### src/rtl/dmem_pkg.sv
// Shared types for the data-memory arbiter: requester ownership, FSM states
// and default bus widths.
package dmem_pkg;

  localparam int ADDR_W_DEF = 16;
  localparam int DATA_W_DEF = 32;

  typedef enum logic {
    OWN_CPU = 1'b0,
    OWN_LD  = 1'b1
  } owner_e;

  typedef enum logic {
    ST_SHARED = 1'b0,
    ST_LOADER = 1'b1
  } dmem_state_e;

  function automatic owner_e other_owner(input owner_e o);
    return (o == OWN_CPU) ? OWN_LD : OWN_CPU;
  endfunction

endpackage

### src/rtl/dmem_arbiter_if.sv
// Bundle of both requester ports, the load-mode select and the single-port RAM
// port. The arbiter uses the slave modport, the environment the master modport.
interface dmem_arbiter_if #(
  parameter int ADDR_W = 16,
  parameter int DATA_W = 32
);

  // Handshake: a requester raises *_req with we/addr/wdata; the request is
  // accepted in exactly the cycles where *_gnt is high (combinational, same
  // cycle). A read answers with a one-cycle *_rvalid the following cycle; a
  // misaligned access answers with a one-cycle *_err the following cycle.
  logic              c_req;
  logic              c_we;
  logic [ADDR_W-1:0] c_addr;
  logic [DATA_W-1:0] c_wdata;
  logic              c_gnt;
  logic              c_rvalid;
  logic              c_err;
  logic [DATA_W-1:0] c_rdata;

  logic              l_req;
  logic              l_we;
  logic [ADDR_W-1:0] l_addr;
  logic [DATA_W-1:0] l_wdata;
  logic              l_gnt;
  logic              l_rvalid;
  logic              l_err;
  logic [DATA_W-1:0] l_rdata;

  logic              load_mode;

  logic              mem_we;
  logic [ADDR_W-3:0] mem_addr;
  logic [DATA_W-1:0] mem_wdata;
  logic [DATA_W-1:0] mem_rdata;

  modport slave (
    input  c_req, c_we, c_addr, c_wdata,
    output c_gnt, c_rvalid, c_err, c_rdata,
    input  l_req, l_we, l_addr, l_wdata,
    output l_gnt, l_rvalid, l_err, l_rdata,
    input  load_mode,
    output mem_we, mem_addr, mem_wdata,
    input  mem_rdata
  );

  modport master (
    output c_req, c_we, c_addr, c_wdata,
    input  c_gnt, c_rvalid, c_err, c_rdata,
    output l_req, l_we, l_addr, l_wdata,
    input  l_gnt, l_rvalid, l_err, l_rdata,
    output load_mode,
    input  mem_we, mem_addr, mem_wdata,
    output mem_rdata
  );

endinterface

### src/rtl/dmem_arbiter.sv
// Two-requester (CPU / loader) arbiter in front of a single-port RAM with
// one-cycle read latency; round-robin when shared, loader-exclusive in load mode.
module dmem_arbiter
  import dmem_pkg::*;
#(
  parameter int ADDR_W = ADDR_W_DEF,
  parameter int DATA_W = DATA_W_DEF
) (
  input  logic           clock,
  input  logic           reset_n,
  dmem_arbiter_if.slave  bus,
  output dmem_state_e    dbg_state_o,
  output owner_e         dbg_ptr_o
);

  dmem_state_e state_q, state_d;
  owner_e      ptr_q, ptr_d;
  logic        tag_vld_q, tag_vld_d;
  owner_e      tag_own_q, tag_own_d;
  logic [1:0]  err_q, err_d;

  owner_e            eff_ptr;
  logic              c_pick, l_pick, gnt_any, g_we, g_mis;
  owner_e            g_own;
  logic [ADDR_W-1:0] g_addr;
  logic [DATA_W-1:0] g_wdata;

  always_comb begin
    state_d   = bus.load_mode ? ST_LOADER : ST_SHARED;
    // The first shared cycle after load mode already favours the CPU.
    eff_ptr   = (state_q == ST_LOADER) ? OWN_CPU : ptr_q;
    c_pick    = 1'b0;
    l_pick    = 1'b0;
    if (reset_n) begin
      if (bus.load_mode) begin
        l_pick = bus.l_req;
      end else if (bus.c_req && bus.l_req) begin
        c_pick = (eff_ptr == OWN_CPU);
        l_pick = (eff_ptr == OWN_LD);
      end else begin
        c_pick = bus.c_req;
        l_pick = bus.l_req;
      end
    end

    gnt_any = c_pick || l_pick;
    g_own   = l_pick ? OWN_LD : OWN_CPU;
    g_we    = l_pick ? bus.l_we    : bus.c_we;
    g_addr  = l_pick ? bus.l_addr  : bus.c_addr;
    g_wdata = l_pick ? bus.l_wdata : bus.c_wdata;
    g_mis   = (g_addr[1:0] != 2'b00);

    ptr_d = ptr_q;
    if (gnt_any) begin
      ptr_d = other_owner(g_own);
    end else if (state_q == ST_LOADER && state_d == ST_SHARED) begin
      ptr_d = OWN_CPU;
    end

    tag_vld_d = gnt_any && !g_we && !g_mis;
    tag_own_d = g_own;
    err_d     = {l_pick && g_mis, c_pick && g_mis};
  end

  always_ff @(posedge clock) begin
    if (!reset_n) begin
      state_q   <= ST_SHARED;
      ptr_q     <= OWN_CPU;
      tag_vld_q <= 1'b0;
      tag_own_q <= OWN_CPU;
      err_q     <= 2'b00;
    end else begin
      state_q   <= state_d;
      ptr_q     <= ptr_d;
      tag_vld_q <= tag_vld_d;
      tag_own_q <= tag_own_d;
      err_q     <= err_d;
    end
  end

  // Misaligned accesses are granted but never reach the RAM.
  assign bus.mem_we    = gnt_any && g_we && !g_mis;
  assign bus.mem_addr  = gnt_any ? g_addr[ADDR_W-1:2] : '0;
  assign bus.mem_wdata = gnt_any ? g_wdata : '0;

  assign bus.c_gnt    = c_pick;
  assign bus.l_gnt    = l_pick;
  assign bus.c_rvalid = reset_n && tag_vld_q && (tag_own_q == OWN_CPU);
  assign bus.l_rvalid = reset_n && tag_vld_q && (tag_own_q == OWN_LD);
  assign bus.c_rdata  = bus.c_rvalid ? bus.mem_rdata : '0;
  assign bus.l_rdata  = bus.l_rvalid ? bus.mem_rdata : '0;
  assign bus.c_err    = reset_n && err_q[0];
  assign bus.l_err    = reset_n && err_q[1];

  assign dbg_state_o = state_q;
  assign dbg_ptr_o   = ptr_q;

endmodule

### src/flat_wrapper.sv
// flat-port wrapper written by rule: the top's interface ports become plain ports
module dmem_arbiter_flat import dmem_pkg::*;
#(
  parameter int ADDR_W = ADDR_W_DEF,
  parameter int DATA_W = DATA_W_DEF
)
  (clock, reset_n, dbg_state_o, dbg_ptr_o, bus_c_req, bus_c_we, bus_c_addr, bus_c_wdata, bus_c_gnt, bus_c_rvalid, bus_c_err, bus_c_rdata, bus_l_req, bus_l_we, bus_l_addr, bus_l_wdata, bus_l_gnt, bus_l_rvalid, bus_l_err, bus_l_rdata, bus_load_mode, bus_mem_we, bus_mem_addr, bus_mem_wdata, bus_mem_rdata);
  dmem_arbiter_if #(.ADDR_W(ADDR_W), .DATA_W(DATA_W)) bus_i ();
  input  logic clock;
  input  logic reset_n;
  output dmem_state_e dbg_state_o;
  output owner_e dbg_ptr_o;
  input wire logic [$bits(bus_i.c_req)-1:0] bus_c_req;
  input wire logic [$bits(bus_i.c_we)-1:0] bus_c_we;
  input wire logic [$bits(bus_i.c_addr)-1:0] bus_c_addr;
  input wire logic [$bits(bus_i.c_wdata)-1:0] bus_c_wdata;
  output wire logic [$bits(bus_i.c_gnt)-1:0] bus_c_gnt;
  output wire logic [$bits(bus_i.c_rvalid)-1:0] bus_c_rvalid;
  output wire logic [$bits(bus_i.c_err)-1:0] bus_c_err;
  output wire logic [$bits(bus_i.c_rdata)-1:0] bus_c_rdata;
  input wire logic [$bits(bus_i.l_req)-1:0] bus_l_req;
  input wire logic [$bits(bus_i.l_we)-1:0] bus_l_we;
  input wire logic [$bits(bus_i.l_addr)-1:0] bus_l_addr;
  input wire logic [$bits(bus_i.l_wdata)-1:0] bus_l_wdata;
  output wire logic [$bits(bus_i.l_gnt)-1:0] bus_l_gnt;
  output wire logic [$bits(bus_i.l_rvalid)-1:0] bus_l_rvalid;
  output wire logic [$bits(bus_i.l_err)-1:0] bus_l_err;
  output wire logic [$bits(bus_i.l_rdata)-1:0] bus_l_rdata;
  input wire logic [$bits(bus_i.load_mode)-1:0] bus_load_mode;
  output wire logic [$bits(bus_i.mem_we)-1:0] bus_mem_we;
  output wire logic [$bits(bus_i.mem_addr)-1:0] bus_mem_addr;
  output wire logic [$bits(bus_i.mem_wdata)-1:0] bus_mem_wdata;
  input wire logic [$bits(bus_i.mem_rdata)-1:0] bus_mem_rdata;
  assign bus_i.c_req = bus_c_req;
  assign bus_i.c_we = bus_c_we;
  assign bus_i.c_addr = bus_c_addr;
  assign bus_i.c_wdata = bus_c_wdata;
  assign bus_c_gnt = bus_i.c_gnt;
  assign bus_c_rvalid = bus_i.c_rvalid;
  assign bus_c_err = bus_i.c_err;
  assign bus_c_rdata = bus_i.c_rdata;
  assign bus_i.l_req = bus_l_req;
  assign bus_i.l_we = bus_l_we;
  assign bus_i.l_addr = bus_l_addr;
  assign bus_i.l_wdata = bus_l_wdata;
  assign bus_l_gnt = bus_i.l_gnt;
  assign bus_l_rvalid = bus_i.l_rvalid;
  assign bus_l_err = bus_i.l_err;
  assign bus_l_rdata = bus_i.l_rdata;
  assign bus_i.load_mode = bus_load_mode;
  assign bus_mem_we = bus_i.mem_we;
  assign bus_mem_addr = bus_i.mem_addr;
  assign bus_mem_wdata = bus_i.mem_wdata;
  assign bus_i.mem_rdata = bus_mem_rdata;
  dmem_arbiter #(.ADDR_W(ADDR_W), .DATA_W(DATA_W)) u_core (.clock(clock), .reset_n(reset_n), .bus(bus_i), .dbg_state_o(dbg_state_o), .dbg_ptr_o(dbg_ptr_o));
endmodule
### config.mk
export PLATFORM = sky130hd
export DESIGN_NAME = dmem_arbiter_flat
export DESIGN_NICKNAME = d
export VERILOG_FILES = /design/src/rtl/dmem_pkg.sv /design/src/rtl/dmem_arbiter_if.sv /design/src/rtl/dmem_arbiter.sv /design/src/flat_wrapper.sv
export SDC_FILE = /design/constraint.sdc
export NUM_CORES = 1
export LEC_CHECK = 0
export ABC_AREA = 1
export BUFFER_PORTS_ARGS = -buffer_cell sky130_fd_sc_hd__buf_2
export CORE_AREA = 4 4 96 98
export CTS_CLUSTER_SIZE = 10
export DETAILED_ROUTE_END_ITERATION = 10
export DIE_AREA = 0 0 100 102
export PLACE_DENSITY_LB_ADDON = 0.08
export SLEW_MARGIN = 10
export SYNTH_ARGS = -nofsm -noshare
export SYNTH_HDL_FRONTEND = slang
export SYNTH_SLANG_ARGS = --single-unit
### constraint.sdc
create_clock -name clock -period 3.5 [get_ports clock]
set_input_delay 0.7 -clock clock [delete_from_list [all_inputs] [get_ports clock]]
set_output_delay 0.7 -clock clock [all_outputs]
set_load 0.03 [all_outputs]
Word-level counts from Yosys, hierarchy flattened
Index checks and enable logic that the tools add are counted.
Storage, ports and cells
  output and inout port bits: 119
  bits in registers: 6
  bits of input ports: 135
  word-level logic and storage cells: 45
Operators by class
  multiplexer cells: 19
  reduce and logical (&&, ||, !) cells: 18
  bitwise operators: 3
Operators with widths (number)
  32-bit two-way mux: 4
  16-bit two-way mux: 1
  14-bit two-way mux: 1
  1-bit logical AND: 13
  1-bit two-way mux: 13
  2-bit nonzero test: 2
  1-bit inverter: 3
  1-bit zero test: 2
  1-bit logical OR: 1

Depth between registers and ports, before layout
  depth after elaboration: 8
  mapped depth: 9
  gate-level depth less buffers: 7

Worst setup path after synthesis
OpenSTA, ideal clock, no wires.
  path type: in2out
  start point: input reset_n
  end point: output bus_c_rdata[10]
  data required time: 2.800 ns
  stages on the path: 6
  slack: 0.728 ns
  path buffers: 2
  data arrival time: 2.072 ns
  path through: buf_4 > inv_1 > nor3_2 > inv_2 > buf_6 > nor2_1
On the way
  longest elaborated chain between the ends: 3
Ends and longest elaborated chain
  start: declaration: line flat_wrapper.sv:10  | input logic reset_n;
  1-bit logical AND (2 in series): line dmem_arbiter.sv:88  | assign bus.c_rvalid = reset_n && tag_vld_q && (tag_own_q == OWN_CPU);
  net bus_c_rvalid: line flat_wrapper.sv:18  | output wire logic [$bits(bus_i.c_rvalid)-1:0] bus_c_rvalid;
  32-bit two-way mux: line dmem_arbiter.sv:90  | assign bus.c_rdata = bus.c_rvalid ? bus.mem_rdata : '0;
  end: declaration: line flat_wrapper.sv:20  | output wire logic [$bits(bus_i.c_rdata)-1:0] bus_c_rdata;
The timed path passes the listed nets, and every way through them passes these cells.

Final worst setup path
  start point: input reset_n
  end point: output bus_mem_wdata[16]
On the way
  longest elaborated chain between the ends: 3
  elaborated cells between the ends (all ways): 5
  those cells by class: mux: 4; reduce/logical: 1
Ends and longest elaborated chain
  1-bit two-way mux: line dmem_arbiter.sv:34  | if (reset_n) begin
  32-bit two-way mux or 1-bit logical OR (tied branches): line dmem_arbiter.sv:50, dmem_arbiter.sv:46
  32-bit two-way mux (*): line dmem_arbiter.sv:84  | assign bus.mem_wdata = gnt_any ? g_wdata : '0;
  end: declaration: line flat_wrapper.sv:32  | output wire logic [$bits(bus_i.mem_wdata)-1:0] bus_mem_wdata;
Mark *: on every way between the ends. The rest lies on a longest branch, timed or not.

==> impl_summary.log <==
[metrics] outcome: finished, final reports clean
[metrics] fin nets: 685
[metrics] fraction of layout instances using a drive strength above 1: 51.28%
[metrics] clock skew after layout: roughly 4.9 ps
[metrics] die area: 10,200 um2
[metrics] PortBufs: 253
[metrics] startpoint class of the critical path: input port
[metrics] Syn Area/Cell: between 4 and 5 um2
[metrics] required time of the critical path: 2800 ps
[metrics] quantity of hold-fixing buffers added after cts: 0
[metrics] leakage power: 2.136 nW
[metrics] # clock sinks: 6
[metrics] Synth top area share: between 30% and 40%
[metrics] R2R setup slack: 2160 ps
[metrics] growth of design area from synthesis to finish: 95.35%
[metrics] CP Class: in2out
[metrics] CORE AREA: 8466 um2
[metrics] dpl hpwl: 6309 um
[metrics] GR Util All Layers: about an eighth
[metrics] DP Worst Slack: roughly 760 ps
[metrics] proportion of synthesized flip-flops having asynchronous set or reset: 0%
[metrics] worst skew pair latency: ~220 ps
[metrics] Final TNS setup: 0 ps
[metrics] number of failing setup endpoints in the final timing report: 0
[metrics] root buf cell: sky130_fd_sc_hd__clkbuf_8
[metrics] M1 GR Usage: 11.55%
[metrics] Global Route met3 Usage: 3.754%
[metrics] count of boundary I/O pins: 254
[metrics] critical path data arrival time: 2010 ps
[metrics] busiest grt layer: met2
[metrics] critical path's largest stage delay: 320 ps
[metrics] P per Cell Area: 165.2 nW/um2
[metrics] effective utilization at floorplan: roughly 17%
[metrics] aggregate global routing overflow: 0
[metrics] distinct cell type count after synthesis: 18
[metrics] final critical delay including setup and external delays: 2713 ps
[metrics] Bufs and invs on worst path: 4
[metrics] number of iterations in the first detailed-routing pass: 4
[metrics] drt first-iter violations: 43
[metrics] predominant post-synthesis flop cell: sky130_fd_sc_hd__dfxtp_1
[metrics] clock tree from TritonCTS: done
[metrics] total detailed-routing wirelength: 7159 um
[metrics] crit path cell chain: buf_2 -> nand2_2 -> nor2_2 -> nand2_2 -> inv_2 -> buf_12 -> nand2_1 -> nand2_1 -> buf_2
[metrics] most common cell after layout, fill and taps aside: sky130_fd_sc_hd__buf_2
[metrics] WL/cell: ~11 um
[metrics] post-route fraction of the period consumed by the critical path: between 70 and 80%
[metrics] maximum resistive drop on vdd: approximately 0.00013 V
[metrics] hold violation count in the final report: 0
[metrics] sort of element at the end of the critical path: output port
[metrics] number of enable flip-flop cells after synthesis: 0
[metrics] Tightest Hold Check Type: reg2reg
[metrics] transition time of the tightest slew-check pin: 493.2 ps
[metrics] GR met2 Demand/Resource: 24.42%
[metrics] count of yosys warnings during synthesis: 0
[metrics] number of core rows: 34
[metrics] final setup slack of the worst path: 787.3 ps
[metrics] slowest stage cell, crit path: sky130_fd_sc_hd__inv_2
[metrics] number of H-tree branching levels: 1
[metrics] via count of the first global-routing pass: roughly 2,200
[metrics] largest cells by area after synthesis: sky130_fd_sc_hd__nand2_1 38%, sky130_fd_sc_hd__nor2_1 18%, sky130_fd_sc_hd__inv_1 12%
[metrics] largest fanout on the critical path: 27
[metrics] leading area contributor after synthesis: sky130_fd_sc_hd__nand2_1
[metrics] relative slew slack: 67.07%
[metrics] buffers inserted during post-CTS setup optimization: 0
[metrics] number of instances in the synthesized netlist: 306
[metrics] number of antenna violations at the first check in global routing: 0
[metrics] number of antenna cells inserted: 0
[metrics] residual DRC count: 0
[metrics] synthesis-stage register bit count: 6
[metrics] vias per inst: 3.806
[metrics] pin count of the biggest net entering global routing: 34
[metrics] number of max-slew violations in the final report: 0
[metrics] RePlAce Congestion: ~0.8
[metrics] floorplan die height: about 100 um
[metrics] Die X-Extent: 100 um
[metrics] total CTS buffers: 3
[metrics] mapped cell area: 1400 um2
[metrics] sequential cell area fraction in the yosys report: under 10%
[metrics] timing-limited maximum frequency: between 300 and 400 MHz
[metrics] global-route wire length before repair: approximately 10000 um
[metrics] commonest non-fill, non-tap cells in the layout: 253 x sky130_fd_sc_hd__buf_2, 141 x sky130_fd_sc_hd__nand2_1, 68 x sky130_fd_sc_hd__nor2_1
[metrics] cell family with the largest share of critical-path delay: buffers and inverters
[metrics] post-cts sizing count: 0
[metrics] syn nets: 441
[metrics] reported max-cap violation count: 0
[metrics] via count: 2,497
[metrics] antenna viol nets, final: 0
[metrics] register clock-pin slew on the reported worst setup and hold paths: about 40 ps
[metrics] maximum number of buffers from clock root to sink: 2
[metrics] setup repair after global routing missed its margin: false
[worst min-delay path: stages, from the launching register on]
cell,delay (ps)
sky130_fd_sc_hd__dfxtp_1,320
sky130_fd_sc_hd__o21ai_0,80
sky130_fd_sc_hd__nand2_1,50
sky130_fd_sc_hd__nand2_1,60
sky130_fd_sc_hd__nor2_1,30
[kinds of logic (layout without fill, tap and decap cells)]
kind of cell	Yosys count	in the layout	synth area share, %
and+or+nand+nor	232	232	66.40
AOI/OAI and AO/OA	3	3	1.072
buffers and inverters	65	307	23.95
DFF	6	6	8.579
[synth_stat cells (2+ instances only)]
cell type	instances
sky130_fd_sc_hd__nand2_1	141
sky130_fd_sc_hd__nor2_1	68
sky130_fd_sc_hd__inv_1	43
sky130_fd_sc_hd__nand2_2	12
sky130_fd_sc_hd__buf_6	9
sky130_fd_sc_hd__dfxtp_1	6
sky130_fd_sc_hd__nand3_1	6
sky130_fd_sc_hd__inv_2	5
sky130_fd_sc_hd__buf_2	3
sky130_fd_sc_hd__clkbuf_1	3
sky130_fd_sc_hd__o21ai_0	2
sky130_fd_sc_hd__or2_2	2
[state kept, by name (all words and copies together), names as in the netlist]
register / flops
u_core.dbg_state_o: 1
u_core.tag_vld_q: 1
u_core.err_q: 2
u_core.tag_own_q: 1
u_core.dbg_ptr_o: 1
[routing by layer]
layer | up-vias | routed length [um]
met3 | 4 | 944
met1 | 991 | 2366
li1 | 1349 | -
met5 | - | 0
met4 | 0 | 55
met2 | 153 | 3793
[power by group]
part	switching, mW	leakage (nW)	internal [mW]	total (mW)
Sequential	0.00161	0.0493	0.0721	0.0737
Clock	0.0275	0.0216	0.0737	0.101
Combinational	0.173	2.07	0.104	0.277
[path summary, 6_finish.rpt]
| check | cells past startpoint | startpoint | endpoint |
|---|---|---|---|
| max | 9 | reset_n | bus_mem_wdata[16] |
| max reg2reg | 7 | u_core.dbg_state_o | u_core.dbg_ptr_o |
| min | 4 | u_core.dbg_ptr_o | u_core.dbg_ptr_o |
| min reg2reg | 4 | u_core.dbg_ptr_o | u_core.dbg_ptr_o |
[cell type report]
| cell class | count | area, um2 |
|---|---|---|
| Fill cell | 998 | 5731 |
| Multi-Input combinational cell | 235 | 944.7 |
| Tap cell | 108 | 135.1 |
| Clock buffer | 3 | 41.29 |
| Sequential cell | 6 | 120.1 |
| Inverter | 48 | 180.2 |
| Timing Repair Buffer | 256 | 1314 |
[metrics by stage]
step	power [mW]	util, %	std cells	hold WS [ps]	instance area [um2]
finish	0.4517	32.31	656	587.6	2735
global route	0.4889	32.31	656	643.4	2735
CTS	0.4591	32.31	656	600.8	2735
detailed placement	0.3544	31.82	653	594.2	2694
global placement	0.3555	31.82	653	594.2	2694
floorplan	0.2357	-	306	688.9	1400
Note: power is estimated with default switching activity, not from simulation.
